`src/rtl/mont_seq_if.sv`:
```
// Handshake and adder-control bundle between the Montgomery sequencer and its
// surroundings. The master side issues start/b_in and reflects the adder flags
// (c_zero, sub_done). The slave side is the sequencer, which drives status and
// every adder control strobe.
interface mont_seq_if;
    logic         start;
    logic [511:0] b_in;
    logic         c_zero;
    logic         sub_done;
    logic         busy;
    logic         done;
    logic         err;
    logic [1:0]   opsel;
    logic         add_clear_n;
    logic         add_enable_c;
    logic         add_shift;
    logic         add_subtract;
    logic [3:0]   add_phase;

    modport master (
        output start, b_in, c_zero, sub_done,
        input  busy, done, err, opsel, add_clear_n, add_enable_c,
               add_shift, add_subtract, add_phase
    );

    modport slave (
        input  start, b_in, c_zero, sub_done,
        output busy, done, err, opsel, add_clear_n, add_enable_c,
               add_shift, add_subtract, add_phase
    );
endinterface

```
`src/rtl/mont_seq.sv`:
```
// Sequencer for the 514-bit carry-save Montgomery adder. It runs N_BITS
// bit-serial iterations (add A, conditionally add M, shift), then a six-phase
// carry-propagate reduction, then six-phase subtraction passes of M until the
// adder reports underflow or MAX_PASS passes are used up.
// All outputs are registered: the next-state logic also decodes the outputs
// of the state being entered, so each output is a flop.
module mont_seq #(
    parameter int N_BITS   = 512,
    parameter int MAX_PASS = 8
) (
    input  logic        clk,
    input  logic        resetn,
    mont_seq_if.slave   bus
);
    typedef enum logic [2:0] {
        S_IDLE  = 3'd0,
        S_INIT  = 3'd1,
        S_ADD_A = 3'd2,
        S_ADD_M = 3'd3,
        S_SHIFT = 3'd4,
        S_RED   = 3'd5,
        S_SUB   = 3'd6,
        S_FIN   = 3'd7
    } state_t;

    localparam int              PC_W       = (MAX_PASS > 1) ? $clog2(MAX_PASS) : 1;
    localparam logic [9:0]      LAST_IT    = 10'(N_BITS - 1);
    localparam logic [PC_W-1:0] LAST_PASS  = PC_W'(MAX_PASS - 1);
    localparam logic [PC_W-1:0] PC_ONE     = PC_W'(1);
    localparam logic [2:0]      LAST_PH    = 3'd5;
    localparam logic [3:0]      PHASE_HOLD = 4'd8;

    // State and datapath registers
    state_t            state_r, state_s;
    logic [511:0]      bsr_r, bsr_s;
    logic [9:0]        it_r, it_s;
    logic [PC_W-1:0]   pc_r, pc_s;
    logic [2:0]        ph_r, ph_s;
    logic              err_flag_r, err_flag_s;

    // Registered outputs
    logic              busy_r, busy_s;
    logic              done_r, done_s;
    logic              err_r, err_s;
    logic [1:0]        opsel_r, opsel_s;
    logic              clear_n_r, clear_n_s;
    logic              enable_c_r, enable_c_s;
    logic              shift_r, shift_s;
    logic              subtract_r, subtract_s;
    logic [3:0]        phase_r, phase_s;

    // Next state and counter updates; sub_done only matters at SUB ph=5.
    always_comb begin
        state_s    = state_r;
        bsr_s      = bsr_r;
        it_s       = it_r;
        pc_s       = pc_r;
        ph_s       = ph_r;
        err_flag_s = err_flag_r;
        case (state_r)
            S_IDLE: begin
                if (bus.start) begin
                    state_s    = S_INIT;
                    bsr_s      = bus.b_in;
                    it_s       = 10'd0;
                    pc_s       = '0;
                    ph_s       = 3'd0;
                    err_flag_s = 1'b0;
                end else begin
                    state_s = S_IDLE;
                end
            end
            S_INIT:  state_s = S_ADD_A;
            S_ADD_A: state_s = S_ADD_M;
            S_ADD_M: state_s = S_SHIFT;
            S_SHIFT: begin
                bsr_s = {1'b0, bsr_r[511:1]};
                it_s  = it_r + 10'd1;
                if (it_r == LAST_IT) begin
                    ph_s    = 3'd0;
                    state_s = S_RED;
                end else begin
                    state_s = S_ADD_A;
                end
            end
            S_RED: begin
                if (ph_r == LAST_PH) begin
                    ph_s    = 3'd0;
                    state_s = S_SUB;
                end else begin
                    ph_s = ph_r + 3'd1;
                end
            end
            S_SUB: begin
                if (ph_r == LAST_PH) begin
                    ph_s = 3'd0;
                    if (bus.sub_done) begin
                        state_s = S_FIN;
                    end else if (pc_r == LAST_PASS) begin
                        err_flag_s = 1'b1;
                        state_s    = S_FIN;
                    end else begin
                        pc_s = pc_r + PC_ONE;
                    end
                end else begin
                    ph_s = ph_r + 3'd1;
                end
            end
            S_FIN:   state_s = S_IDLE;
            default: state_s = S_IDLE;
        endcase
    end

    // Output values for the state being entered, so they can be registered.
    always_comb begin
        busy_s     = (state_s != S_IDLE);
        done_s     = 1'b0;
        err_s      = 1'b0;
        opsel_s    = 2'b00;
        clear_n_s  = 1'b1;
        enable_c_s = 1'b0;
        shift_s    = 1'b0;
        subtract_s = 1'b0;
        phase_s    = PHASE_HOLD;
        case (state_s)
            S_IDLE:  busy_s = 1'b0;
            S_INIT:  clear_n_s = 1'b0;
            S_ADD_A: begin
                enable_c_s = 1'b1;
                opsel_s    = bsr_s[0] ? 2'b01 : 2'b00;
            end
            S_ADD_M: begin
                if (bus.c_zero) begin
                    enable_c_s = 1'b1;
                    opsel_s    = 2'b10;
                end else begin
                    enable_c_s = 1'b0;
                    opsel_s    = 2'b00;
                end
            end
            S_SHIFT: shift_s = 1'b1;
            S_RED:   phase_s = {1'b0, ph_s};
            S_SUB: begin
                subtract_s = 1'b1;
                phase_s    = {1'b0, ph_s};
                opsel_s    = 2'b11;
            end
            S_FIN: begin
                done_s = 1'b1;
                err_s  = err_flag_s;
            end
            default: busy_s = 1'b0;
        endcase
    end

    // Single state register bank with synchronous active-low reset.
    always_ff @(posedge clk) begin
        if (!resetn) begin
            state_r    <= S_IDLE;
            bsr_r      <= 512'd0;
            it_r       <= 10'd0;
            pc_r       <= '0;
            ph_r       <= 3'd0;
            err_flag_r <= 1'b0;
            busy_r     <= 1'b0;
            done_r     <= 1'b0;
            err_r      <= 1'b0;
            opsel_r    <= 2'b00;
            clear_n_r  <= 1'b1;
            enable_c_r <= 1'b0;
            shift_r    <= 1'b0;
            subtract_r <= 1'b0;
            phase_r    <= PHASE_HOLD;
        end else begin
            state_r    <= state_s;
            bsr_r      <= bsr_s;
            it_r       <= it_s;
            pc_r       <= pc_s;
            ph_r       <= ph_s;
            err_flag_r <= err_flag_s;
            busy_r     <= busy_s;
            done_r     <= done_s;
            err_r      <= err_s;
            opsel_r    <= opsel_s;
            clear_n_r  <= clear_n_s;
            enable_c_r <= enable_c_s;
            shift_r    <= shift_s;
            subtract_r <= subtract_s;
            phase_r    <= phase_s;
        end
    end

    assign bus.busy         = busy_r;
    assign bus.done         = done_r;
    assign bus.err          = err_r;
    assign bus.opsel        = opsel_r;
    assign bus.add_clear_n  = clear_n_r;
    assign bus.add_enable_c = enable_c_r;
    assign bus.add_shift    = shift_r;
    assign bus.add_subtract = subtract_r;
    assign bus.add_phase    = phase_r;
endmodule
```
`src/flat_wrapper.sv`:
```
// flat-port wrapper written by rule: the top's interface ports become plain ports
module mont_seq_flat 
#(
    parameter int N_BITS   = 512,
    parameter int MAX_PASS = 8
)
  (clk, resetn, bus_start, bus_b_in, bus_c_zero, bus_sub_done, bus_busy, bus_done, bus_err, bus_opsel, bus_add_clear_n, bus_add_enable_c, bus_add_shift, bus_add_subtract, bus_add_phase);
  mont_seq_if bus_i ();
  input  logic clk;
  input  logic resetn;
  input wire logic [$bits(bus_i.start)-1:0] bus_start;
  input wire logic [$bits(bus_i.b_in)-1:0] bus_b_in;
  input wire logic [$bits(bus_i.c_zero)-1:0] bus_c_zero;
  input wire logic [$bits(bus_i.sub_done)-1:0] bus_sub_done;
  output wire logic [$bits(bus_i.busy)-1:0] bus_busy;
  output wire logic [$bits(bus_i.done)-1:0] bus_done;
  output wire logic [$bits(bus_i.err)-1:0] bus_err;
  output wire logic [$bits(bus_i.opsel)-1:0] bus_opsel;
  output wire logic [$bits(bus_i.add_clear_n)-1:0] bus_add_clear_n;
  output wire logic [$bits(bus_i.add_enable_c)-1:0] bus_add_enable_c;
  output wire logic [$bits(bus_i.add_shift)-1:0] bus_add_shift;
  output wire logic [$bits(bus_i.add_subtract)-1:0] bus_add_subtract;
  output wire logic [$bits(bus_i.add_phase)-1:0] bus_add_phase;
  assign bus_i.start = bus_start;
  assign bus_i.b_in = bus_b_in;
  assign bus_i.c_zero = bus_c_zero;
  assign bus_i.sub_done = bus_sub_done;
  assign bus_busy = bus_i.busy;
  assign bus_done = bus_i.done;
  assign bus_err = bus_i.err;
  assign bus_opsel = bus_i.opsel;
  assign bus_add_clear_n = bus_i.add_clear_n;
  assign bus_add_enable_c = bus_i.add_enable_c;
  assign bus_add_shift = bus_i.add_shift;
  assign bus_add_subtract = bus_i.add_subtract;
  assign bus_add_phase = bus_i.add_phase;
  mont_seq #(.N_BITS(N_BITS), .MAX_PASS(MAX_PASS)) u_core (.clk(clk), .resetn(resetn), .bus(bus_i));
endmodule
```
`config.mk`:
```
export PLATFORM = sky130hd
export DESIGN_NAME = mont_seq_flat
export DESIGN_NICKNAME = d
export VERILOG_FILES = /design/src/rtl/mont_seq_if.sv /design/src/rtl/mont_seq.sv /design/src/flat_wrapper.sv
export SDC_FILE = /design/constraint.sdc
export NUM_CORES = 1
export LEC_CHECK = 0
export ABC_AREA = 1
export CAP_MARGIN = 20
export CORE_AREA = 2 2 204 206
export CTS_CLUSTER_SIZE = 25
export DETAILED_ROUTE_END_ITERATION = 10
export DIE_AREA = 0 0 206 208
export PLACE_DENSITY = 0.9
export SLEW_MARGIN = 20
export SYNTH_ARGS = -nofsm -noshare
export SYNTH_HDL_FRONTEND = slang
export SYNTH_SLANG_ARGS = --single-unit
export TNS_END_PERCENT = 100
```
`constraint.sdc`:
```
create_clock -name clk -period 2.6 [get_ports clk]
set_input_delay 0.52 -clock clk [delete_from_list [all_inputs] [get_ports clk]]
set_output_delay 0.52 -clock clk [all_outputs]
set_load 0.005 [all_outputs]
```
==> out/qor.csv <==
metric,value,unit
vias post-DR,22336,
CTS root buf,clkbuf_16,
CORE AREA,40600,um2
height of the die,208,um
CTS tree,yes,
drt first-iter violations,2216,
syn nets,3503,
Crit Reg-Reg Startpoint,u_core.state_r[2],
Final Critical Period,1.99,ns
number of I/O pins,530,
CP max FO,75,
layout cell share with drive strength beyond 1,5.12,%
Die X,206,um
RSZ-0062 raised after global routing,no,
vias in the first global route,20947,
post-route ant nets,0,
worst-skew pair later-pin latency,0.59,ns
full die area,42800,um2
status,"complete, no violations",
worst path required time,3.11,ns
Max transition margin,61.7,%
"Setup violations, final",0,
"FF+latch count, synth",545,
crit end category,register,
setup bufs post-CTS,0,
Routability Congestion,0.892,
pin count of the biggest net entering global routing,76,
CP startpoint kind,register,
LEAKAGE,0.0102,uW
num rows,74,
iteration count of the initial detailed-routing pass,8,
Final Slew Violations,0,
Pwr Density,763,nW/um2
layout net count,3938,
critical hold path startpoint,u_core.bsr_r[403],
Fin Setup TNS,0,ns
global-route usage over all layers,29.7,%
"commonest non-fill, non-tap cells in the layout","nand2_1, dfxtp_1, clkdlybuf4s50_1",
sequential area share after synthesis,50.1,%
"most common cell after layout, fill and taps aside",nand2_1,
crit path from,u_core.state_r[2],
post-synth top area share,50.1,%
Worst R2R Path Depth,6,
first-pass GRT wire length,104000,um
drt drc,0,
WP data arrival,2.51,ns
Yosys top cell by area,dfxtp_1,
Syn Area/Cell,7.30,um2
worst slew pin tran,0.569,ns
H-tree level count,2,
"Distinct cells, synth",24,
"Cell Area, Synth",21800,um2
total power,22500,uW
CP Class,register to register,
fmax,0.501,GHz
initial antenna violation count,15,
TritonCTS Buffers,54,
worst hold path type,register to register,
Final Hold Vio Count,0,
worst clock skew,0.00944,ns
filler instances,2819,
Detailed Route WL,66500,um
Max Cap Violations,0,
vias per cell,5.58,
layout overhead on the synthesized area,35.3,%
port buffer count,529,
Synth Warn #,0,
grt ovf,0,
clock-pin slew on the worst setup and hold paths,0.06,ns
hold buffers post-CTS,0,
clk buf depth,3,
Starting Density,53.7,%
VDD IR max,0.517,mV
Hold Path Cell Cnt,2,
# resized after CTS,0,
Final period util,76.7,%
post-DP HPWL,44500,um
clock sink count,545,
post-DR wirelength/cell,16.6,um
synth top area cells,"dfxtp_1, nand2_1, a31oi_1",
synthesized netlist cell count,2983,
-- sequential cells by signal, indices dropped and copies added (netlist names) --
register                 count
u_core.it_r                 10
u_core.ph_r                  3
u_core.bus.add_subtract      1
u_core.pc_r                  3
u_core.bus.add_enable_c      1
u_core.bus.opsel             2
u_core.bsr_r               512
u_core.state_r               3
u_core.bus.err               1
u_core.bus.busy              1
u_core.bus.add_shift         1
u_core.bus.add_phase         4
u_core.err_flag_r            1
u_core.bus.done              1
u_core.bus.add_clear_n       1
-- cell type report --
class	count	area [um2]	share of cell area (%)
diodes	14	35.0	0.119
clock buffers	81	1670	5.65
clock inverters	15	154	0.522
inverters	24	105	0.357
multi-input cells	2185	9630	32.7
flip-flops and latches	545	10900	37.0
well taps	532	666	2.26
repair buffers	608	6310	21.4
-- where the power goes --
part / total (uW) / switching (uW) / leakage (uW) / internal, uW
clock network: 7980 / 3280 / 0.000911 / 4700
logic: 4660 / 2700 / 0.00482 / 1960
registers: 9860 / 534 / 0.00446 / 9320
-- worst max-delay path, stage by stage (launching register included) --
cell	delay, ns
dfxtp_1	0.48
inv_2	0.11
nor2_4	0.30
buf_12	0.33
buf_4	0.35
nand2_1	0.12
a31oi_1	0.20
-- stage by stage --
step	cells	cell area (um2)	setup slack [ns]	util, %	hold slack (ns)
detailed placement	3894	27600	0.324	68.1	0.460
floorplan	2983	21800	0.958	-	0.436
global route	4003	29500	0.486	72.7	0.484
finish	4004	29500	0.606	72.7	0.469
global placement	3894	27600	0.364	68.1	0.454
CTS	3990	29400	0.589	72.6	0.463
-- layer usage --
metal / up-vias / wire, um / global-route usage (%)
li1: 10784 / - / -
met1: 10306 / 26300 / 37.2
met2: 1037 / 31000 / 47.4
met3: 207 / 5580 / 5.73
met4: 2 / 3530 / 17.7
met5: - / 13 / 0
-- final timing paths --
kind,slack (ns),endpoint
worst max-delay path,0.61,u_core.bsr_r[23]
worst min-delay path,0.47,u_core.bsr_r[403]
worst max register to register,0.61,u_core.bsr_r[23]
worst min register to register,0.47,u_core.bsr_r[403]
-- cells in the mapped netlist --
library cell	number
a211oi_1	3
a21oi_1	19
a22oi_1	1
a31o_2	1
a31oi_1	512
buf_2	100
buf_4	26
buf_6	11
clkbuf_1	92
clkinv_1	1
dfxtp_1	545
ha_1	3
inv_1	19
inv_2	4
nand2_1	1578
nand2_2	1
nand2_4	1
nand3_1	17
nand4_1	1
nor2_1	31
nor2_4	2
nor3_1	4
o21ai_0	10
o22ai_1	1
-- cells by family after synthesis --
family / synth area share (%)
compound gates: 15.6
buf+inv: 5.76
fa+ha+maj: 0.172
simple gates: 28.4
flops: 50.1
Power figures use the tool's default switching activity.
